<file path="src/rtl/demux_stream_1_to_n.sv">
// Registered 1-to-N stream demux with manual or round-robin routing.
// Each channel owns a holding register with its own valid/ready handshake.
module demux_stream_1_to_n #(
    parameter int DATA_WIDTH = 5,
    parameter int NUM_CH     = 30,
    parameter int SEL_WIDTH  = $clog2(NUM_CH)
) (
    input  logic                         clk,
    input  logic                         reset,
    input  logic                         mode,
    input  logic [SEL_WIDTH-1:0]         sel,
    input  logic                         clear_ptr,
    input  logic [DATA_WIDTH-1:0]        din,
    input  logic                         din_valid,
    output logic                         din_ready,
    output logic [NUM_CH*DATA_WIDTH-1:0] dout,
    output logic [NUM_CH-1:0]            dout_valid,
    input  logic [NUM_CH-1:0]            dout_ready,
    output logic [SEL_WIDTH-1:0]         ptr,
    output logic                         frame_done,
    output logic                         sel_err
);

    localparam logic [SEL_WIDTH:0]   CH_COUNT = (SEL_WIDTH + 1)'(NUM_CH);
    localparam logic [SEL_WIDTH-1:0] LAST_CH  = SEL_WIDTH'(NUM_CH - 1);

    logic [SEL_WIDTH-1:0] target;
    logic                 in_range;
    logic [NUM_CH-1:0]    hit;
    logic [NUM_CH-1:0]    drain;
    logic                 accept;

    // Resolve the target channel and its one-hot select; none when out of range
    always_comb begin
        target   = mode ? ptr : sel;
        in_range = {1'b0, target} < CH_COUNT;
        hit      = '0;
        for (int k = 0; k < NUM_CH; k++) begin
            hit[k] = in_range && (target == SEL_WIDTH'(k));
        end
    end

    assign drain     = dout_valid & dout_ready;
    // Stall only when the selected channel is full and not draining;
    // out-of-range beats are always sunk
    assign din_ready = ~|(hit & dout_valid & ~dout_ready);
    assign accept    = din_valid & din_ready;

    // Per-channel holding registers: load wins over drain, data held after drain
    always_ff @(posedge clk) begin
        if (reset) begin
            dout       <= '0;
            dout_valid <= '0;
        end else begin
            for (int k = 0; k < NUM_CH; k++) begin
                if (accept && hit[k]) begin
                    dout[k*DATA_WIDTH +: DATA_WIDTH] <= din;
                    dout_valid[k]                    <= 1'b1;
                end else if (drain[k]) begin
                    dout_valid[k] <= 1'b0;
                end
            end
        end
    end

    // Round-robin pointer: clear beats increment, wrap emits a one-cycle pulse
    always_ff @(posedge clk) begin
        if (reset) begin
            ptr        <= '0;
            frame_done <= 1'b0;
        end else if (clear_ptr) begin
            ptr        <= '0;
            frame_done <= 1'b0;
        end else if (accept && mode) begin
            ptr        <= (ptr == LAST_CH) ? '0 : ptr + 1'b1;
            frame_done <= (ptr == LAST_CH);
        end else begin
            frame_done <= 1'b0;
        end
    end

    // Sticky flag for beats dropped because of an invalid manual select
    always_ff @(posedge clk) begin
        if (reset) begin
            sel_err <= 1'b0;
        end else if (accept && !mode && !in_range) begin
            sel_err <= 1'b1;
        end
    end

endmodule

</file>
<file path="config.mk">
export PLATFORM = sky130hd
export DESIGN_NAME = demux_stream_1_to_n
export DESIGN_NICKNAME = d
export VERILOG_FILES = /design/src/rtl/demux_stream_1_to_n.sv
export SDC_FILE = /design/constraint.sdc
export NUM_CORES = 1
export LEC_CHECK = 0
export CORE_UTILIZATION = 51
export DETAILED_ROUTE_END_ITERATION = 8
export PLACE_DENSITY = 0.86
export SKIP_CTS_REPAIR_TIMING = 1
export SYNTH_ARGS = -nofsm -noshare
export SYNTH_HDL_FRONTEND = slang
export SYNTH_SLANG_ARGS = --single-unit
</file>
<file path="constraint.sdc">
create_clock -name clk -period 4.3 [get_ports clk]
set_input_delay 0.43 -clock clk [delete_from_list [all_inputs] [get_ports clk]]
set_output_delay 0.43 -clock clk [all_outputs]
set_load 0.005 [all_outputs]
</file>
After elaboration in Yosys (flattened, before gate mapping)
Cells that the tools add are included.
Word-level totals
  output and inout port bits: 188
  input bits: 45
  flip-flop bits (word level): 187
Cells by class
  equal/unequal tests: 30
  add/subtract/negate cells: 1
  multiplexer cells: 62
  reduce and logical (&&, ||, !) cells: 100
  $lt $le $gt $ge: 1
  bitwise gates (word level): 6
Operator list (number)
  30-bit AND: 3
  5-bit equality test (second input constant): 15
  1-bit logical AND: 63
  1-bit 2-to-1 mux: 60
  2-bit nonzero test: 30
  5-bit by 4-bit equality test with 1-bit output (second input constant): 8
  30-bit inverter: 1
  30-bit OR reduction: 1
  5-bit by 3-bit equality test with 1-bit output (second input constant): 4
  5-bit by 2-bit equality test with 1-bit output (second input constant): 2
  5-bit 2-to-1 mux: 2
  5-bit by 1-bit adder with 5-bit output (second input constant): 1
  5-bit by 1-bit equality test with 1-bit output (second input constant): 1
  5-bit zero test: 1
  5-bit < comparator (second input constant): 1
  1-bit zero test: 3
  3-bit OR reduction: 1
  2-bit OR reduction: 1
  1-bit AND: 1
  1-bit inverter: 1

Longest topological paths before layout
Gate-level depths: netlist (run 1).
  depth after elaboration: 11
  depth in mapped cells: 10
  mapped depth without buffers: 7

Least setup slack after synthesis (run 1)
OpenSTA, ideal clock, no wires.
  kind: input port to output port
  from: input port mode
  to: output port din_ready
  data arrival time: 1.948 ns
  slack: 1.922 ns
  stages on the path: 8
  required time: 3.870 ns
  path through: mux2i_2 -> a311o_2 -> buf_6 -> nor2_2 -> a221oi_2 -> buf_2 -> nand2_1 -> nor3_1
On the way
  word-level cells in the longest chain between the ends: 7
  elaborated cells on any way between the ends: 66
  those cells by class: 1 x order compare; 29 x eq/ne; 1 x mux; 2 x bitwise; 33 x reduce/logical
RTL lines
  start, declared: RTL line 10  | input logic mode,
  5-bit 2-to-1 mux *: RTL line 35  | target = mode ? ptr : sel;
  5-bit < comparator (tied with other cells): RTL line 36  | in_range = {1'b0, target} < CH_COUNT;
  1-bit logical AND: RTL line 39  | hit[k] = in_range && (target == SEL_WIDTH'(k));
  30-bit AND * (2 in a row): RTL line 46  | assign din_ready = ~|(hit & dout_valid & ~dout_ready);
  30-bit OR reduction *: RTL line 46
  1-bit zero test *: RTL line 46
  end, declared: RTL line 15  | output logic din_ready,
Mark *: on every way between the ends. The rest lies on a longest branch, timed or not.

Worst setup path in the final report (run 1)
Same ends and word-level chain as after synthesis.

==> run_results.csv, run 1 <==
group,metric,value,unit
yosys,async_reset_ff_share,0,%
clocking,clkLatencyLatePin,430,ps
clocking,cts_buffer_depth,2,
yosys,post-synth-top-area-cell,"dfxtp_1",
drt,wl_per_cell,19.8,um
die,die-area,15600,sq um
die,rows,44,
clocking,cts_tree,"built",
yosys,synth-edff-count,0,
yosys,yosys_most_used_dff,"dfxtp_1",
layout,fin_nets,1031,
yosys,synth_warnings,0,
critical_path,cp_cell_sequence,"clkdlybuf4s50_1, buf_4, nor3b_1, nor2_4, nor4_1, a211oi_2, nand2_1, nor3_1, clkdlybuf4s50_1",
critical_path,reg2reg_slack,1420,ps
critical_path,critPathTopFamily,"simple AND/OR/NAND/NOR gates",
clocking,htree_levels,4,
sta,fin_crit_sh,87.2,%
sta,setup-tns-final,0,ps
yosys,syn_area,7690,sq um
placement,dp_hpwl,16500,um
die,pin_count,233,
yosys,ys_top_cells_by_area,"dfxtp_1 49%, mux2i_1 20%, nor2_1 8.2%",
sta,setup_viol,0,
worst_hold_path,hold_path.class,"in2reg",
yosys,yosysTopAreaCellShare,48.7,%
drt,postRouteWirelength,23400,um
clocking,cts.sinks,187,
layout,syn_to_final_growth,39.2,%
global_routing,antenna_found_initial,0,
pwr,powerDensity,326,nW/um^2
die,coreArea,14600,sq um
sta,slew_headroom,42.7,%
yosys,syn-num-nets,816,
drt,drc_errors,25,
yosys,ys_seq_area_share,48.7,%
drt,num_vias,6587,
critical_path,critPathMostFrequentCell,"clkdlybuf4s50_1",
critical_path,slowest_stage,"nor3b_1",
sta,hold_violations,0,
critical_path,critPathRequiredTime,3870,ps
pwr,max-vdd-ir-drop,0.257,mV
drt,drt_iter0_drc,529,
sta,worst_pin_slew,859,ps
sta,fmax,267,MHz
global_routing,first_global_vias,6526,
global_routing,overflow,0,
pwr,p_leak,4.90,nW
yosys,yosys_register_bits,187,
critical_path,startpoint_type,"primary input",
global_routing,grt_use_total,30.6,%
critical_path,max_stage_delay,640,ps
run_status,status,"finished with violations",
critical_path,path_class,"in2out",
global_routing,grt_max_degree,102,
sta,finClkSkew,10.3,ps
sta,slew_viol_final,0,
placement,gp_congestion,0.939,
flow_run,cap_viol_max_count,0,
critical_path,cp.buffers_inverters,3,
run_status,violations,"DRC",
layout,drive_above_1_share,9.24,%
critical_path,critPathCaptureType,"output port",
layout,fin_util,73.0,%
die,die_y,125,um
die,die_width,125,um
yosys,synth_cells,769,
yosys,synthDistinctLibCells,55,
critical_path,crit_fanout,12,
drt,ant_nets,0,
drt,via_per_inst,5.58,
clocking,clk_pin_slew_worst_paths,70,ps
drt,drt-pass1-iter-count,7,
layout,most-common-layout-cells,"231 x clkdlybuf4s50_1, 187 x dfxtp_1, 167 x nor2_1",
die,initial_utilization,52.5,%
layout,antenna_cells,0,
placement,portBuffers,232,
layout,layout_commonest_cell,"clkdlybuf4s50_1",
global_routing,grt_first_pass_wirelength,36900,um
clocking,cts_buffers,17,
yosys,syn_avg_cell_area,9.99,sq um
sta,rsz0062_at_grt,"false",
clocking,cts_root_buf,"clkbuf_16",
critical_path,arrival,3320,ps
sta,min_period,3750,ps
-- power breakdown --
group / switching [mW] / total (mW) / internal [mW]
logic: 0.127 / 0.223 / 0.0956
clock network: 0.682 / 1.52 / 0.836
registers: 0.00745 / 1.75 / 1.74
total: 0.817 / 3.49 / 2.67
-- cells in the mapped netlist, types with 2 or more instances --
cell and number:
a211oi_1 3, a21boi_0 2, a21oi_1 33, a311oi_1 3, a31oi_1 3, and3_1 2
and3b_1 4, buf_2 8, buf_4 2, buf_6 3, clkbuf_1 37, dfxtp_1 187
ha_1 2, mux2i_1 152, nand2_1 12, nand2b_1 28, nand3_1 6, nand3_2 2
nand4_2 16, nand4b_1 2, nand4b_2 6, nor2_1 167, nor2_2 5, nor2_4 2
nor2b_1 3, nor3_1 6, nor3_2 5, nor3b_1 5, nor4_1 9, o2111ai_1 2
o21ai_0 3, o21bai_1 19, o22ai_1 4, or2_2 3, or3_1 2, or4_1 2
-- final cells by class --
class	instances	area, sq um
Multi-Input combinational cell	530	3720
Inverter	2	7.51
Tap cell	184	230
Timing Repair Buffer	246	2430
Clock inverter	11	111
Clock buffer	20	457
Sequential cell	187	3740
Fill cell	1092	3950
-- logic make-up (layout without fill, tap and decap cells) --
kind of cell | Yosys count | count (layout) | share of synthesized area, %
flops | 187 | 187 | 48.7
buf+inv | 52 | 279 | 3.06
mux | 154 | 154 | 20.1
simple gates | 294 | 294 | 20.9
fa+ha+maj | 2 | 2 | 0.326
compound gates | 80 | 80 | 6.87
-- registers in the layout, summed over array words and instances (netlist names) --
| name | count |
|---|---|
| dout_valid | 30 |
| sel_err | 1 |
| ptr | 5 |
| frame_done | 1 |
| dout | 150 |
-- layer usage --
metal / up-vias / GRT usage (%) / routed length [um]
li1: 3107 / - / -
met1: 3168 / 38.2 / 10000
met2: 267 / 49.3 / 10800
met3: 45 / 9.92 / 1980
met4: 0 / 11.3 / 569
met5: - / 0 / 0
-- worst register-to-register path: stages, from the launching register on --
cell and delay, ps:
dfxtp_1 650, and4_1 310, a311o_2 280, nor2_2 100, a221oi_2 290, buf_4 290
nand4b_1 470, mux2i_1 310, nor2_1 60
-- stage by stage --
stage | setup slack (ps) | hold WS [ps] | cells | power [mW] | instance area, sq um
detailed placement | 654 | 466 | 1149 | 2.01 | 10100
finish | 551 | 453 | 1180 | 3.49 | 10700
global route | 435 | 504 | 1180 | 3.61 | 10700
global placement | 631 | 456 | 1149 | 2.01 | 10100
floorplan | 1920 | 461 | 769 | 1.90 | 7690
CTS | 640 | 482 | 1180 | 3.50 | 10700
-- path summary, 6_finish.rpt --
kind,start,end,cells after the start
min reg2reg,sel_err,sel_err,2
max reg2reg,ptr[1],dout[121],8
min,reset,dout[38],2
max,mode,din_ready,9
Power figures use the tool's default switching activity.
==> run 2: changes to the inputs <==
--- a/config.mk
+++ b/config.mk
@@ -6,6 +6,7 @@
 export NUM_CORES = 1
 export LEC_CHECK = 0
 export CORE_UTILIZATION = 51
+export CTS_CLUSTER_DIAMETER = 50
 export DETAILED_ROUTE_END_ITERATION = 8
 export PLACE_DENSITY = 0.86
 export SKIP_CTS_REPAIR_TIMING = 1
==> results of run 2 <==
Same layout as run 1: the final DEF is identical, and so are final timing and power.
